===== config.mk =====
export PLATFORM = sky130hd
export DESIGN_NAME = minmax_scan_ctrl
export DESIGN_NICKNAME = d
export VERILOG_FILES = /design/src/rtl/minmax_scan_ctrl.sv
export SDC_FILE = /design/constraint.sdc
export NUM_CORES = 1
export LEC_CHECK = 0
export CELL_PAD_IN_SITES_DETAIL_PLACEMENT = 0
export CELL_PAD_IN_SITES_GLOBAL_PLACEMENT = 1
export CORE_MARGIN = 1.5
export CORE_UTILIZATION = 35
export CTS_CLUSTER_SIZE = 28
export DETAILED_ROUTE_END_ITERATION = 7
export GPL_ROUTABILITY_DRIVEN = 0
export GPL_TIMING_DRIVEN = 1
export PLACE_DENSITY = 0.83
export SETUP_SLACK_MARGIN = 0.02
export SYNTH_ARGS = -nofsm -noshare
export SYNTH_HDL_FRONTEND = slang
export SYNTH_SLANG_ARGS = --single-unit

===== constraint.sdc =====
create_clock -name clk -period 1.74 [get_ports clk]
set_input_delay 0.174 -clock clk [delete_from_list [all_inputs] [get_ports clk]]
set_output_delay 0.174 -clock clk [all_outputs]
set_load 0.02 [all_outputs]

===== src/rtl/minmax_scan_ctrl.sv =====
// Burst min/max scanner: consumes a valid/ready sample stream, tracks the extrema
// (earliest index wins on ties), the all-equal flag and the beat count, then pulses done.
module minmax_scan_ctrl #(
  parameter  int W         = 5,
  parameter  int MAX_BEATS = 16,
  localparam int IW        = $clog2(MAX_BEATS),
  localparam int CW        = $clog2(MAX_BEATS + 1)
) (
  input  logic          clk,
  input  logic          rst_n,
  input  logic          start,
  input  logic          in_valid,
  output logic          in_ready,
  input  logic [W-1:0]  in_data,
  input  logic          in_last,
  output logic          busy,
  output logic          done,
  output logic [W-1:0]  max_val,
  output logic [IW-1:0] max_idx,
  output logic [W-1:0]  min_val,
  output logic [IW-1:0] min_idx,
  output logic [CW-1:0] count,
  output logic          eq_all,
  output logic          ovf
);

  typedef enum logic [1:0] {IDLE, FIRST, SCAN, DONE} state_t;

  localparam logic [CW-1:0] LAST_K = CW'(MAX_BEATS - 1);

  state_t state;
  logic   beat;
  logic   gt_max, lt_min, eq_max, eq_min;

  assign beat = in_valid & in_ready;

  // Two unsigned magnitude compares per beat, both against the pre-update extrema.
  assign gt_max = in_data > max_val;
  assign eq_max = in_data == max_val;
  assign lt_min = in_data < min_val;
  assign eq_min = in_data == min_val;

  always_ff @(posedge clk or negedge rst_n) begin
    if (!rst_n) begin
      state    <= IDLE;
      in_ready <= 1'b0;
      busy     <= 1'b0;
      done     <= 1'b0;
      max_val  <= '0;
      max_idx  <= '0;
      min_val  <= '0;
      min_idx  <= '0;
      count    <= '0;
      eq_all   <= 1'b0;
      ovf      <= 1'b0;
    end else begin
      case (state)
        IDLE: begin
          if (start) begin
            state    <= FIRST;
            in_ready <= 1'b1;
            busy     <= 1'b1;
            max_val  <= '0;
            max_idx  <= '0;
            min_val  <= '0;
            min_idx  <= '0;
            count    <= '0;
            eq_all   <= 1'b1;
            ovf      <= 1'b0;
          end
        end
        FIRST: begin
          if (beat) begin
            max_val <= in_data;
            min_val <= in_data;
            max_idx <= '0;
            min_idx <= '0;
            count   <= CW'(1);
            if (in_last || MAX_BEATS == 1) begin
              state    <= DONE;
              in_ready <= 1'b0;
              busy     <= 1'b0;
              done     <= 1'b1;
              ovf      <= ~in_last;
            end else begin
              state <= SCAN;
            end
          end
        end
        SCAN: begin
          if (beat) begin
            if (gt_max) begin
              max_val <= in_data;
              max_idx <= count[IW-1:0];
            end
            if (lt_min) begin
              min_val <= in_data;
              min_idx <= count[IW-1:0];
            end
            if (!eq_max || !eq_min) eq_all <= 1'b0;
            count <= count + CW'(1);
            // Close the burst on in_last or when the last index slot has been used.
            if (in_last || count == LAST_K) begin
              state    <= DONE;
              in_ready <= 1'b0;
              busy     <= 1'b0;
              done     <= 1'b1;
              ovf      <= ~in_last;
            end
          end
        end
        DONE: begin
          done  <= 1'b0;
          state <= IDLE;
        end
        default: begin
          state    <= IDLE;
          in_ready <= 1'b0;
          busy     <= 1'b0;
          done     <= 1'b0;
        end
      endcase
    end
  end

endmodule


[Word-level counts from Yosys, hierarchy flattened]
Cells that the tools add are included.
Storage, ports and cells
  flip-flop bits (word level): 29
  input port bits: 10
  output and inout port bits: 28
  logic and storage cells: 89
Operators by class
  add/subtract/negate cells: 1
  $lt $le $gt $ge: 2
  eq/ne operators: 14
  multiplexer cells: 45
  bitwise operators: 2
  reductions and logical operators: 15
Operators with widths (number)
  $pmux 5 s3: 3
  $mux 5: 8
  $mux 4: 6
  $pmux 4 s3: 2
  $mux 1: 17
  $ne 2x2->1 const B: 8
  $reduce_and 5->1: 3
  $reduce_and 4->1: 3
  $eq 5x5->1: 2
  $pmux 1 s3: 3
  $mux 2: 4
  $pmux 2 s4: 1
  $reduce_and 6->1: 1
  $reduce_bool 3->1: 2
  $add 5x1->5 const B: 1
  $eq 5x4->1 const B: 1
  $gt 5x5->1: 1
  $lt 5x5->1: 1
  $eq 2x2->1 const B: 2
  $eq 2x1->1 const B: 1
  $logic_not 1->1: 2
  $logic_not 2->1: 1
  $logic_or 1x1->1: 2
  $pmux 1 s2: 1
  other kinds (3): 3

[Longest topological paths before layout]
Gate-level depths: netlist (run 1).
  word-level depth: 6
  mapped depth: 8

[Worst setup path after synthesis (run 1)]
No wires, ideal clock.
  path kind: register to register
  from: register state[0]
  to: register max_val[0]
  setup time: 0.125 ns
  arrival: 1.786 ns
  path slack: -0.171 ns
  cell stages (with the launch flop): 8
  path buffers: 0
  cells stage by stage: dfrtp_1 -> inv_1 -> ha_1 -> a2bb2oi_1 -> or3_4 -> a21oi_2 -> nand2_4 -> mux2_2
On the way
  longest elaborated chain between the ends: 3
  elaborated cells on any way between the ends: 10
  those cells by class: eq/ne (6); mux (1); reduce/logical (3)
Ends and longest elaborated chain
  start: declaration: RTL line 31  | state_t state;
  start signal: assignment: RTL line 45  | state <= IDLE;
  start signal: assignment: RTL line 60  | state <= FIRST;
  start signal: assignment: RTL line 80  | state <= DONE;
  $eq 2x2->1 (tied with other cells): RTL line 57  | case (state)
  $ne 2x2->1 (no source line) / $reduce_bool 3->1 (equally long branches)
  $reduce_and 5->1 (no source line)
  end signal: assignment: RTL line 74  | max_val <= in_data;
  end signal: assignment: RTL line 93  | max_val <= in_data;
  end: declaration: RTL line 18  | output logic [W-1:0] max_val,
Several ways; a longest one is shown, not always the timed one.
A chain may end at the register's enable or synchronous reset.

[Worst setup path in the final report (run 1)]
  from: register state[0]
  to: register min_val[0]
On the way
  longest elaborated chain between the ends: 3
  elaborated cells on any way between the ends: 10
  those cells by class: eq/ne (6); mux (1); reduce/logical (3)
Ends and longest elaborated chain
  $eq 2x2->1 (tied with other cells): RTL line 57
  $ne 2x2->1 (no source line) / $reduce_bool 3->1 (equally long branches)
  $reduce_and 5->1 (no source line)
  end signal: assignment: RTL line 75  | min_val <= in_data;
  end signal: assignment: RTL line 97  | min_val <= in_data;
  end: declaration: RTL line 20  | output logic [W-1:0] min_val,
Several ways; a longest one is shown, not always the timed one.

==> impl_table.tex, run 1 <==
\begin{tabular}{lr}
\hline
Metric & Value \\
\hline
\multicolumn{2}{l}{\textbf{Status}} \\
\quad Status & finished with violations \\
\quad Failing checks & negative setup slack \\
\multicolumn{2}{l}{\textbf{Critical path}} \\
\quad Kind of launch point of the worst setup path & register \\
\quad Endpoint required time on the critical path & 1.90 ns \\
\quad Setup CP Type & register to register \\
\quad Worst-path fanout max & 5 \\
\quad Setup crit end kind & register \\
\quad Arrival time of data at the critical path endpoint & 2.12 ns \\
\multicolumn{2}{l}{\textbf{Route}} \\
\quad Vias post-DR & 1448 \\
\quad Number of nets with antenna violations after detailed routing & 0 \\
\quad Ratio of routed vias to standard cells & 4.86 \\
\quad \# DRC & 0 \\
\quad Overall routed net length & 4.09 mm \\
\quad Pre-Repair DR Iteration Count & 5 \\
\quad Mean routed wirelength per cell & 13.7 µm \\
\quad Drt first-iter violations & 42 \\
\multicolumn{2}{l}{\textbf{Synthesis}} \\
\quad Fraction of the yosys area taken by sequential cells & 42.6\% \\
\quad Yosys cell types & 34 \\
\quad Syn\_nets & 194 \\
\quad Netlist area before placement & 1700 µm² \\
\quad Area share of the largest cell type after synthesis & 42.6\% \\
\quad Most area-consuming cells after synthesis & dfrtp\_1, ha\_1, mux2\_2 \\
\quad Mean Syn Cell Area & 10.3 µm² \\
\quad Synth Instances & 166 \\
\quad Largest area contributor in the netlist & dfrtp\_1 \\
\quad Number of storage elements in the synthesis netlist & 29 \\
\quad Number of synthesis warnings & 0 \\
\multicolumn{2}{l}{\textbf{GRT}} \\
\quad Via count of the first global-routing pass & 1432 \\
\quad Wire length of the first global-routing pass & 6.85 mm \\
\quad Maximum number of pins on one net before global-route repair & 30 \\
\quad Overflow after GRT & 0 \\
\quad Overall track demand over capacity in global routing & 17.3\% \\
\quad Initial antenna violation count & 0 \\
\multicolumn{2}{l}{\textbf{Final layout}} \\
\quad Number of cells in the finished layout apart from fillers & 298 \\
\quad Antenna Diode Count & 0 \\
\quad Signed area change from the synthesized netlist to the final layout & 54.7\% \\
\quad Fill cells & 415 \\
\quad Layout cells sized above 1 & 32.8\% \\
\quad Utilization after layout & 56.1\% \\
\quad Most frequent standard cell in the layout excluding fill and tap cells & clkdlybuf4s50\_1 \\
\quad Post-route cell area & 2630 µm² \\
\quad Final net count & 271 \\
\quad Highest-count cells in the layout ignoring fill and taps & clkdlybuf4s50\_1, buf\_4, dfrtp\_1 \\
\multicolumn{2}{l}{\textbf{Die}} \\
\quad Initial standard-cell utilization of the core & 36.3\% \\
\quad Core Area & 4690 µm² \\
\quad Die outline width & 72.8 µm \\
\quad Area of the die & 5290 µm² \\
\quad Row count & 25 \\
\quad Number of placed I/O pins & 38 \\
\quad Vertical die dimension & 72.8 µm \\
\multicolumn{2}{l}{\textbf{Power}} \\
\quad Overall power consumption & 4750 µW \\
\quad Leakage power & 0.00120 µW \\
\quad Power Dens Cells & 1800 nW/µm² \\
\quad Worst supply voltage drop on vdd & 0.833 mV \\
\multicolumn{2}{l}{\textbf{STA}} \\
\quad Portion of the clock cycle consumed by the worst path in the final layout & 112\% \\
\quad Shortest clock period the worst path allows after layout & 1.96 ns \\
\quad Worst-case clock skew & 0.00771 ns \\
\quad RSZ-0062 raised after global routing & true \\
\quad Final hold vios & 0 \\
\quad Final setup viols & 23 \\
\quad Final setup slack of the worst path & -0.217 ns \\
\quad Transition time at the pin with the least slew margin & 0.450 ns \\
\quad Max-slew violation count & 0 \\
\quad Peak clock frequency supported by timing & 511 MHz \\
\quad Worst relative slew slack & 69.9\% \\
\multicolumn{2}{l}{\textbf{Clock tree}} \\
\quad Maximum buffer depth of the clock tree & 2 \\
\quad Number of buffers inserted by hold repair at cts & 0 \\
\quad Worst skew pair latency & 0.28 ns \\
\quad Clock slew seen by the registers of the worst setup and hold paths & 0.07 ns \\
\quad TritonCTS buffer count & 5 \\
\quad Total number of H-tree levels & 2 \\
\quad Clock Sinks & 29 \\
\quad CTS tree & built \\
\quad Root buf cell & clkbuf\_8 \\
\multicolumn{2}{l}{\textbf{Place}} \\
\quad Number of port buffers & 37 \\
\quad Number of placed cells counting well taps & 286 \\
\quad HPWL after DPL & 2.95 mm \\
\quad Placement-stage cell area & 2430 µm² \\
\multicolumn{2}{l}{\textbf{Job}} \\
\quad Number of maximum-capacitance constraint violations & 0 \\
\multicolumn{2}{l}{\textbf{Hold path}} \\
\quad Kind of path behind the tightest hold check & input port to asynchronous set/reset pin \\
\hline
\end{tabular}
## metrics by stage
stage | setup WS (ns) | TNS, ns | hold slack, ns
after floorplan | -0.125 | -1.11 | -0.122
after global placement | -0.308 | -5.33 | 0.494
after detailed placement | -0.349 | -5.78 | 0.493
after CTS | -0.201 | -3.35 | 0.294
after global routing | -0.266 | -5.41 | 0.320
final | -0.217 | -3.74 | 0.286
## layout make-up
class | instances | area, µm² | area share [%]
inverter | 23 | 86.3 | 3.28
sequential | 29 | 729 | 27.7
multi-input combinational | 111 | 988 | 37.5
tap | 54 | 67.6 | 2.57
timing repair buffer | 73 | 661 | 25.1
clock buffer | 7 | 96.3 | 3.66
clock inverter | 1 | 5.00 | 0.190
## layer usage
layer	global-route usage, %	part of all wire, %	vias up
met5	0	0	-
met4	5.66	1.1	0
met3	5.39	4.8	4
met2	26.1	44	34
met1	23.7	50	682
li1	-	-	728
## worst paths after layout
check	slack, ns	startpoint	cells after the start	end
worst max register to register	-0.22	state[0]$_DFFE_PN0P_	7	min_val[0]$_DFFE_PN0P_
min in group clk	0.51	ovf$_DFFE_PN0P_	1	ovf$_DFFE_PN0P_
worst max-delay path	-0.22	state[0]$_DFFE_PN0P_	7	min_val[0]$_DFFE_PN0P_
worst min-delay path	0.29	rst_n	2	eq_all$_DFFE_PN0P_
max in group asynchronous	1.15	rst_n	2	count[1]$_DFFE_PN0P_
worst min register to register	0.51	ovf$_DFFE_PN0P_	1	ovf$_DFFE_PN0P_
## synth_stat cells
master	number
dfrtp_1	29
inv_1	23
ha_1	18
nand2_1	16
mux2_2	12
nor2_1	8
o21ai_0	7
a21oi_1	6
a22o_1	5
and2_1	5
mux2i_1	5
a211oi_1	4
nand3_1	4
nor2b_1	2
o22ai_1	2
o31ai_1	2
a211o_1	1
a21oi_2	1
a22oi_1	1
a2bb2oi_1	1
a31oi_1	1
and2b_4	1
and3_1	1
buf_2	1
buf_4	1
buf_6	1
clkbuf_1	1
nand2_4	1
nor3_1	1
nor4_4	1
o2111ai_1	1
o21ai_2	1
or3_4	1
or4b_1	1
## kinds of logic (layout without fill, tap and decap cells)
| group | after synthesis | in the layout | synth area share (%) |
|---|---|---|---|
| AOI/OAI and AO/OA | 33 | 34 | 13.2 |
| adders and majority gates | 18 | 18 | 13.2 |
| buffers and inverters | 27 | 104 | 6.69 |
| DFF | 29 | 29 | 42.6 |
| muxes | 17 | 17 | 10.9 |
| and+or+nand+nor | 42 | 42 | 13.4 |
## worst max-delay path, stage by stage, from the launching register on
cell and delay [ns]:
dfrtp_1 0.40, inv_2 0.10, ha_4 0.17, and2b_4 0.16, or3_4 0.42, nor2_4 0.16, o21ai_4 0.11, mux2_4 0.32
## power by group
group          leakage (µW)  switching (µW)  internal, µW
clock network     0.0000542             266           357
registers          0.000373             130           877
logic              0.000768            1480          1640
total               0.00120            1870          2880
## what timing repair did
item                       CTS  global route
hold endpoints to repair     0             0
setup buffers                0             3
resized for setup            5             7
setup endpoints to repair   21            25
gates cloned                 1             0
pin swaps                    7             5
## registers in the layout, summed over array words and instances (netlist names)
| name | count |
|---|---|
| min_idx | 4 |
| busy | 1 |
| done | 1 |
| min_val | 5 |
| eq_all | 1 |
| count | 5 |
| max_val | 5 |
| max_idx | 4 |
| state | 2 |
| ovf | 1 |
No activity file was read; power rests on OpenSTA's default activity.
==> run 2, diff against run 1 <==
--- a/config.mk
+++ b/config.mk
@@ -13,7 +13,7 @@
 export DETAILED_ROUTE_END_ITERATION = 7
 export GPL_ROUTABILITY_DRIVEN = 0
 export GPL_TIMING_DRIVEN = 1
-export PLACE_DENSITY = 0.83
+export PLACE_DENSITY_LB_ADDON = 0.3
 export SETUP_SLACK_MARGIN = 0.02
 export SYNTH_ARGS = -nofsm -noshare
 export SYNTH_HDL_FRONTEND = slang
==> constraint.sdc (replaced) <==
create_clock -name clk -period 1.74 [get_ports clk]
set_input_delay 0.174 -clock clk [delete_from_list [all_inputs] [get_ports clk]]
set_output_delay 0.174 -clock clk [all_outputs]
set_load 0.01 [all_outputs]
==> run 2 against run 1 <==
The run still ends with negative setup slack left. Fmax is 1.2% higher. Clock power is 11% lower. Final area is 2.0% lower. Non-clock buffer count is 3 lower. Clock-buffer cell count is 2 lower. Clock skew is 0.0023 ns lower. Total power is 5.8% lower. Via count is 0.83% higher. Die area stayed put. Flip-flop and latch count stayed put. Cell count is 1.3% lower. Critical path type unchanged. Largest cell class unchanged.
==> impl_table.tex, run 2 (synthesis results as in run 1) <==
\begin{tabular}{lr}
\hline
Metric & Value \\
\hline
\multicolumn{2}{l}{\textbf{STA}} \\
\quad Transition time at the pin with the least slew margin & 0.414 ns (-0.0363 ns) \\
\quad Final setup viols & 23 (unchanged) \\
\quad Worst-case clock skew & 0.00536 ns (-0.00235 ns) \\
\quad RSZ-0062 raised after global routing & true \\
\quad Max-slew violation count & 0 (unchanged) \\
\quad Peak clock frequency supported by timing & 517 MHz (+1.2\%) \\
\quad Final hold vios & 0 (unchanged) \\
\quad Shortest clock period the worst path allows after layout & 1.93 ns (-0.0241 ns) \\
\quad Worst relative slew slack & 72.2\% (+2.2 points) \\
\quad Final setup slack of the worst path & -0.192 ns (+0.0241 ns) \\
\quad Portion of the clock cycle consumed by the worst path in the final layout & 111\% (-1.4 points) \\
\quad Hold\_ws & 0.281 ns (-0.00574 ns) \\
\multicolumn{2}{l}{\textbf{Final layout}} \\
\quad Final net count & 267 (-1.5\%) \\
\quad Top Registers & count (5), max\_val (5), min\_val (5) \\
\quad Highest-count cells in the layout ignoring fill and taps & clkdlybuf4s50\_1, dfrtp\_1, buf\_4 \\
\quad Antenna Diode Count & 0 (unchanged) \\
\quad Layout cells sized above 1 & 31.7\% (-1.1 points) \\
\quad Number of cells in the finished layout apart from fillers & 294 (-1.3\%) \\
\quad Most frequent standard cell in the layout excluding fill and tap cells & clkdlybuf4s50\_1 \\
\quad Signed area change from the synthesized netlist to the final layout & 51.5\% \\
\multicolumn{2}{l}{\textbf{Die}} \\
\quad Initial standard-cell utilization of the core & 36.3\% (unchanged) \\
\quad Vertical die dimension & 72.8 µm (unchanged) \\
\quad Area of the die & 5290 µm² (unchanged) \\
\quad Number of placed I/O pins & 38 (unchanged) \\
\quad Row count & 25 (unchanged) \\
\quad Die outline width & 72.8 µm (unchanged) \\
\quad Core Area & 4690 µm² (unchanged) \\
\multicolumn{2}{l}{\textbf{Clock tree}} \\
\quad TritonCTS buffer count & 5 (unchanged) \\
\quad Clock slew seen by the registers of the worst setup and hold paths & 0.07 ns (about the same) \\
\quad Maximum buffer depth of the clock tree & 2 (unchanged) \\
\quad CTS tree & built \\
\quad Root buf cell & clkbuf\_8 \\
\quad Clock Sinks & 29 (unchanged) \\
\quad Total number of H-tree levels & 2 (unchanged) \\
\quad Number of buffers inserted by hold repair at cts & 0 (unchanged) \\
\quad Worst skew pair latency & 0.29 ns (about the same) \\
\multicolumn{2}{l}{\textbf{Route}} \\
\quad \# DRC & 0 (unchanged) \\
\quad Number of nets with antenna violations after detailed routing & 0 (unchanged) \\
\quad Drt first-iter violations & 40 (-4.8\%) \\
\quad Overall routed net length & 4.18 mm (+2.2\%) \\
\quad Ratio of routed vias to standard cells & 4.97 (+2.2\%) \\
\quad Vias post-DR & 1460 (+0.83\%) \\
\quad Pre-Repair DR Iteration Count & 4 (-1) \\
\quad Mean routed wirelength per cell & 14.2 µm (+3.6\%) \\
\multicolumn{2}{l}{\textbf{Critical path}} \\
\quad Setup crit end kind & register \\
\quad Internal reg-to-reg setup slack & -0.19 ns (+0.02 ns) \\
\quad Cell breakdown of the critical path & inv\_2, ha\_4, and2b\_4, or3\_4, nor2\_2, o21ai\_4, mux2\_2 \\
\quad Endpoint required time on the critical path & 1.91 ns (about the same) \\
\quad Setup CP Type & register to register \\
\quad Arrival time of data at the critical path endpoint & 2.11 ns (about the same) \\
\quad Kind of launch point of the worst setup path & register \\
\quad Worst stage delay on the critical path & 0.42 ns (about the same) \\
\quad Worst-path fanout max & 9 (+4) \\
\quad Cell at the slowest stage of the critical path & dfrtp\_1 \\
\multicolumn{2}{l}{\textbf{Power}} \\
\quad Power Dens Cells & 1730 nW/µm² (-3.8\%) \\
\quad Worst supply voltage drop on vdd & 0.922 mV (+11\%) \\
\quad Leakage power & 0.00116 µW (-2.6\%) \\
\multicolumn{2}{l}{\textbf{Job}} \\
\quad Number of maximum-capacitance constraint violations & 0 (unchanged) \\
\multicolumn{2}{l}{\textbf{GRT}} \\
\quad Initial antenna violation count & 0 (unchanged) \\
\quad Via count of the first global-routing pass & 1539 (+7.5\%) \\
\quad Overall track demand over capacity in global routing & 17.4\% (+0.13 points) \\
\quad Overflow after GRT & 0 (unchanged) \\
\quad Maximum number of pins on one net before global-route repair & 30 (unchanged) \\
\quad Wire length of the first global-routing pass & 6.99 mm (+2.0\%) \\
\multicolumn{2}{l}{\textbf{Place}} \\
\quad Number of port buffers & 37 (unchanged) \\
\quad Number of placed cells counting well taps & 284 (-0.70\%) \\
\quad HPWL after DPL & 3.13 mm (+6.1\%) \\
\multicolumn{2}{l}{\textbf{Status}} \\
\quad Failing checks & negative setup slack \\
\quad Status & finished with violations \\
\multicolumn{2}{l}{\textbf{Hold path}} \\
\quad Kind of path behind the tightest hold check & input port to asynchronous set/reset pin \\
\hline
\end{tabular}
[run 2: area by class of cell]
class | instances | area [µm²]
well taps | 54 | 67.6
repair buffers | 70 | 637
fillers | 407 | 2110
multi-input cells | 110 | 976
flip-flops and latches | 29 | 727
clock buffers | 5 | 68.8
inverters | 23 | 86.3
clock inverters | 3 | 17.5
[run 2: repair_timing]
action,in CTS,in global routing
setup endpoints to repair,23,28
resized for setup,8,12
buffers inserted,1,1
pin swaps,3,3
[run 2: path summary, 6_finish.rpt]
check                      depth (start not counted)                     end                    from
max reg2reg                                        7  min_val[0]$_DFFE_PN0P_    state[1]$_DFFE_PN0P_
min                                                2  max_val[0]$_DFFE_PN0P_                   rst_n
max in group asynchronous                          2    count[0]$_DFFE_PN0P_                   rst_n
min reg2reg                                        1  min_idx[1]$_DFFE_PN0P_  min_idx[1]$_DFFE_PN0P_
min in group clk                                   1  min_idx[1]$_DFFE_PN0P_  min_idx[1]$_DFFE_PN0P_
max                                                7  min_val[0]$_DFFE_PN0P_    state[1]$_DFFE_PN0P_
[run 2: worst max-delay path, delay by kind of cell (launching register included)]
family                   cells  cell delay, ns
flip-flops                   1            0.42
AND/OR/NAND/NOR              3            0.74
multiplexers                 1            0.29
buffers and inverters        1            0.09
AO/OA/AOI/OAI                1            0.13
adder cells (fa/ha/maj)      1            0.16
[run 2: per-layer routing]
| metal | GRT usage, % | vias up | wire (µm) |
|---|---|---|---|
| met3 | 4.42 | 8 | 156 |
| li1 | - | 714 | - |
| met4 | 8.18 | 0 | 65 |
| met1 | 20.0 | 710 | 1800 |
| met2 | 30.4 | 28 | 2160 |
| met5 | 0 | - | 0 |
[run 2: per-stage QoR]
stage | setup TNS (ns) | power, µW | area, µm² | worst slack (ns) | util, %
3_3_place_gp | -4.63 | 3610 | 2380 | -0.291 | 50.7
3_5_place_dp | -5.64 | 3690 | 2380 | -0.355 | 50.7
5_1_grt | -5.12 | 4810 | 2580 | -0.271 | 55.0
6_report | -3.39 | 4470 | 2580 | -0.192 | 55.0
4_1_cts | -3.53 | 4370 | 2510 | -0.199 | 53.4
2_1_floorplan | -1.04 | 2540 | 1740 | -0.122 | -
[run 2: report_power, final]
part	switching, µW	internal (µW)
Clock	278	275
Sequential	140	874
Combinational	1340	1570
==> run 3, diff against run 2 <==
--- a/config.mk
+++ b/config.mk
@@ -5,10 +5,8 @@
 export SDC_FILE = /design/constraint.sdc
 export NUM_CORES = 1
 export LEC_CHECK = 0
-export CELL_PAD_IN_SITES_DETAIL_PLACEMENT = 0
-export CELL_PAD_IN_SITES_GLOBAL_PLACEMENT = 1
-export CORE_MARGIN = 1.5
-export CORE_UTILIZATION = 35
+export CORE_MARGIN = 4
+export CORE_UTILIZATION = 45
 export CTS_CLUSTER_SIZE = 28
 export DETAILED_ROUTE_END_ITERATION = 7
 export GPL_ROUTABILITY_DRIVEN = 0
==> run 3 against run 2 <==
The run still ends with negative setup slack left. Sequential share of layout area down 1.3 points. Global-route usage is 1.7 points higher. Routed wire length is 11% higher. Fmax fell by 0.46%. Clock power increased by 29%. Register-to-register slack about the same. Flip-flop and latch count unchanged. Sequential power about the same. Core utilization grew 19 points. Worst hold slack better by 0.011 ns. Worst setup slack lost 0.0089 ns. Final area is 5.0% higher. Critical endpoint is now max_val[0]$_DFFE_PN0P_. Highest routed layer unchanged.
==> impl_table.tex, run 3 (synthesis results as in run 1) <==
\begin{tabular}{lr}
\hline
Metric & Value \\
\hline
\multicolumn{2}{l}{\textbf{STA}} \\
\quad Worst relative slew slack & 73.3\% (+1.1 points) \\
\quad Final setup slack of the worst path & -0.201 ns (-0.00887 ns) \\
\quad RSZ-0062 raised after global routing & true \\
\quad Final setup viols & 21 (-8.7\%) \\
\quad Worst-case clock skew & 0.00844 ns (+0.00307 ns) \\
\quad Final hold vios & 0 (unchanged) \\
\quad Transition time at the pin with the least slew margin & 0.401 ns (-0.0135 ns) \\
\quad Shortest clock period the worst path allows after layout & 1.94 ns (+0.00887 ns) \\
\quad Hold\_ws & 0.292 ns (+0.0113 ns) \\
\quad Portion of the clock cycle consumed by the worst path in the final layout & 112\% (+0.51 points) \\
\quad Peak clock frequency supported by timing & 515 MHz (-0.46\%) \\
\quad Max-slew violation count & 0 (unchanged) \\
\multicolumn{2}{l}{\textbf{Final layout}} \\
\quad Antenna Diode Count & 0 (unchanged) \\
\quad Most frequent standard cell in the layout excluding fill and tap cells & clkdlybuf4s50\_1 \\
\quad Signed area change from the synthesized netlist to the final layout & 59.1\% \\
\quad Final net count & 274 (+2.6\%) \\
\quad Top Registers & count (5), max\_val (5), min\_val (5) \\
\quad Layout cells sized above 1 & 35.2\% (+3.6 points) \\
\quad Highest-count cells in the layout ignoring fill and taps & clkdlybuf4s50\_1, buf\_4, dfrtp\_1 \\
\quad Post-route cell area & 2710 µm² (+5.0\%) \\
\quad Fill cells & 248 (-39\%) \\
\multicolumn{2}{l}{\textbf{GRT}} \\
\quad Wire length of the first global-routing pass & 7.42 mm (+6.2\%) \\
\quad Initial antenna violation count & 0 (unchanged) \\
\quad Overflow after GRT & 0 (unchanged) \\
\quad Overall track demand over capacity in global routing & 19.2\% (+1.7 points) \\
\quad Maximum number of pins on one net before global-route repair & 30 (unchanged) \\
\quad Via count of the first global-routing pass & 1624 (+5.5\%) \\
\multicolumn{2}{l}{\textbf{Die}} \\
\quad Area of the die & 4830 µm² (-8.7\%) \\
\quad Row count & 22 (-12\%) \\
\quad Number of placed I/O pins & 38 (unchanged) \\
\quad Core Area & 3660 µm² (-22\%) \\
\quad Die outline width & 69.5 µm (-4.4\%) \\
\quad Vertical die dimension & 69.5 µm (-4.4\%) \\
\quad Initial standard-cell utilization of the core & 46.5\% (+10 points) \\
\multicolumn{2}{l}{\textbf{Critical path}} \\
\quad Endpoint required time on the critical path & 1.91 ns (about the same) \\
\quad Worst-path fanout max & 6 (-3) \\
\quad Setup crit end kind & register \\
\quad Terminus of the critical flop-to-flop path & max\_val[0]\$\_DFFE\_PN0P\_ \\
\quad Setup CP Type & register to register \\
\quad Source of the worst register-to-register timing path & state[1]\$\_DFFE\_PN0P\_ \\
\quad Internal reg-to-reg setup slack & -0.20 ns (about the same) \\
\quad Kind of launch point of the worst setup path & register \\
\quad End point of the critical path & max\_val[0]\$\_DFFE\_PN0P\_ \\
\quad Critical Path Source & state[1]\$\_DFFE\_PN0P\_ \\
\quad Arrival time of data at the critical path endpoint & 2.11 ns (about the same) \\
\quad Reg2reg path depth & 7 (unchanged) \\
\multicolumn{2}{l}{\textbf{Status}} \\
\quad Status & finished with violations \\
\quad Failing checks & negative setup slack \\
\multicolumn{2}{l}{\textbf{Place}} \\
\quad Number of port buffers & 37 (unchanged) \\
\quad HPWL after DPL & 3.26 mm (+4.4\%) \\
\quad Post-placement worst setup slack & -0.361 ns (-0.00575 ns) \\
\quad Placement-stage cell area & 2370 µm² (-0.63\%) \\
\multicolumn{2}{l}{\textbf{Route}} \\
\quad Drt first-iter violations & 43 (+7.5\%) \\
\quad Vias post-DR & 1547 (+6.0\%) \\
\quad Pre-Repair DR Iteration Count & 4 (unchanged) \\
\quad Number of nets with antenna violations after detailed routing & 0 (unchanged) \\
\quad \# DRC & 0 (unchanged) \\
\quad Mean routed wirelength per cell & 15.8 µm (+11\%) \\
\quad Ratio of routed vias to standard cells & 5.24 (+5.6\%) \\
\quad Overall routed net length & 4.66 mm (+11\%) \\
\multicolumn{2}{l}{\textbf{Power}} \\
\quad Leakage power & 0.00122 µW (+4.6\%) \\
\quad Power Dens Cells & 1810 nW/µm² (+4.4\%) \\
\quad Worst supply voltage drop on vdd & 1.23 mV (+33\%) \\
\multicolumn{2}{l}{\textbf{Job}} \\
\quad Number of maximum-capacitance constraint violations & 0 (unchanged) \\
\multicolumn{2}{l}{\textbf{Clock tree}} \\
\quad TritonCTS buffer count & 5 (unchanged) \\
\quad Total number of H-tree levels & 2 (unchanged) \\
\quad Number of buffers inserted by hold repair at cts & 0 (unchanged) \\
\quad CTS tree & built \\
\quad Clock slew seen by the registers of the worst setup and hold paths & 0.07 ns (about the same) \\
\quad Maximum buffer depth of the clock tree & 2 (unchanged) \\
\quad Root buf cell & clkbuf\_8 \\
\quad Worst skew pair latency & 0.28 ns (about the same) \\
\quad Clock Sinks & 29 (unchanged) \\
\multicolumn{2}{l}{\textbf{Hold path}} \\
\quad Kind of path behind the tightest hold check & input port to asynchronous set/reset pin \\
\hline
\end{tabular}
-- run 3: critical path, cell delays in order (launching register included) --
cell and delay (ns):
dfrtp_1 0.41, inv_2 0.08, ha_4 0.16, and2b_4 0.16, or3_4 0.44, a21oi_4 0.16
nand2_4 0.11, mux2_4 0.32
-- run 3: how the worst min path moves through the flow --
| stage | to | slack [ns] |
|---|---|---|
| final | max_val[2]$_DFFE_PN0P_ | 0.29 |
| after global routing | max_val[0]$_DFFE_PN0P_ | 0.33 |
| after CTS | max_val[2]$_DFFE_PN0P_ | 0.29 |
| after detailed placement | ovf$_DFFE_PN0P_ | 0.50 |
| after global placement | ovf$_DFFE_PN0P_ | 0.49 |
| after floorplan | busy$_DFFE_PN0P_ | -0.12 |
-- run 3: per-stage QoR --
step	cells	TNS (ns)	total power (µW)	utilization, %
6_report	295	-3.25	4900	74.0
5_1_grt	295	-5.14	5220	74.0
4_1_cts	291	-3.55	4640	70.3
3_5_place_dp	277	-5.77	3660	64.6
3_3_place_gp	277	-4.53	3550	64.6
2_1_floorplan	166	-1.04	2540	-
-- run 3: layout make-up --
cell class / count / area (µm²) / share of cell area, %
sequential: 29 / 727 / 26.8
tap: 48 / 60.1 / 2.22
inverter: 23 / 86.3 / 3.19
clock buffer: 7 / 86.3 / 3.19
timing repair buffer: 76 / 682 / 25.2
multi-input combinational: 111 / 1040 / 38.3
clock inverter: 1 / 30.0 / 1.11
-- run 3: what timing repair did --
action,4_1_cts,5_1_grt
endpoints found under the hold margin,0,0
buffers inserted,6,4
endpoints found under the setup margin,24,29
gates cloned,0,1
pin swaps,2,15
gates resized for setup,9,23
-- run 3: per-layer routing --
layer,global-route usage [%],share of wire [%]
met5,0,0
met4,7.16,2.3
met3,4.64,3.6
met2,34.4,52
met1,21.8,42
-- run 3: power breakdown --
group | switching, µW | internal [µW]
Combinational | 1490 | 1700
Clock | 248 | 466
Sequential | 134 | 874
Total | 1870 | 3040
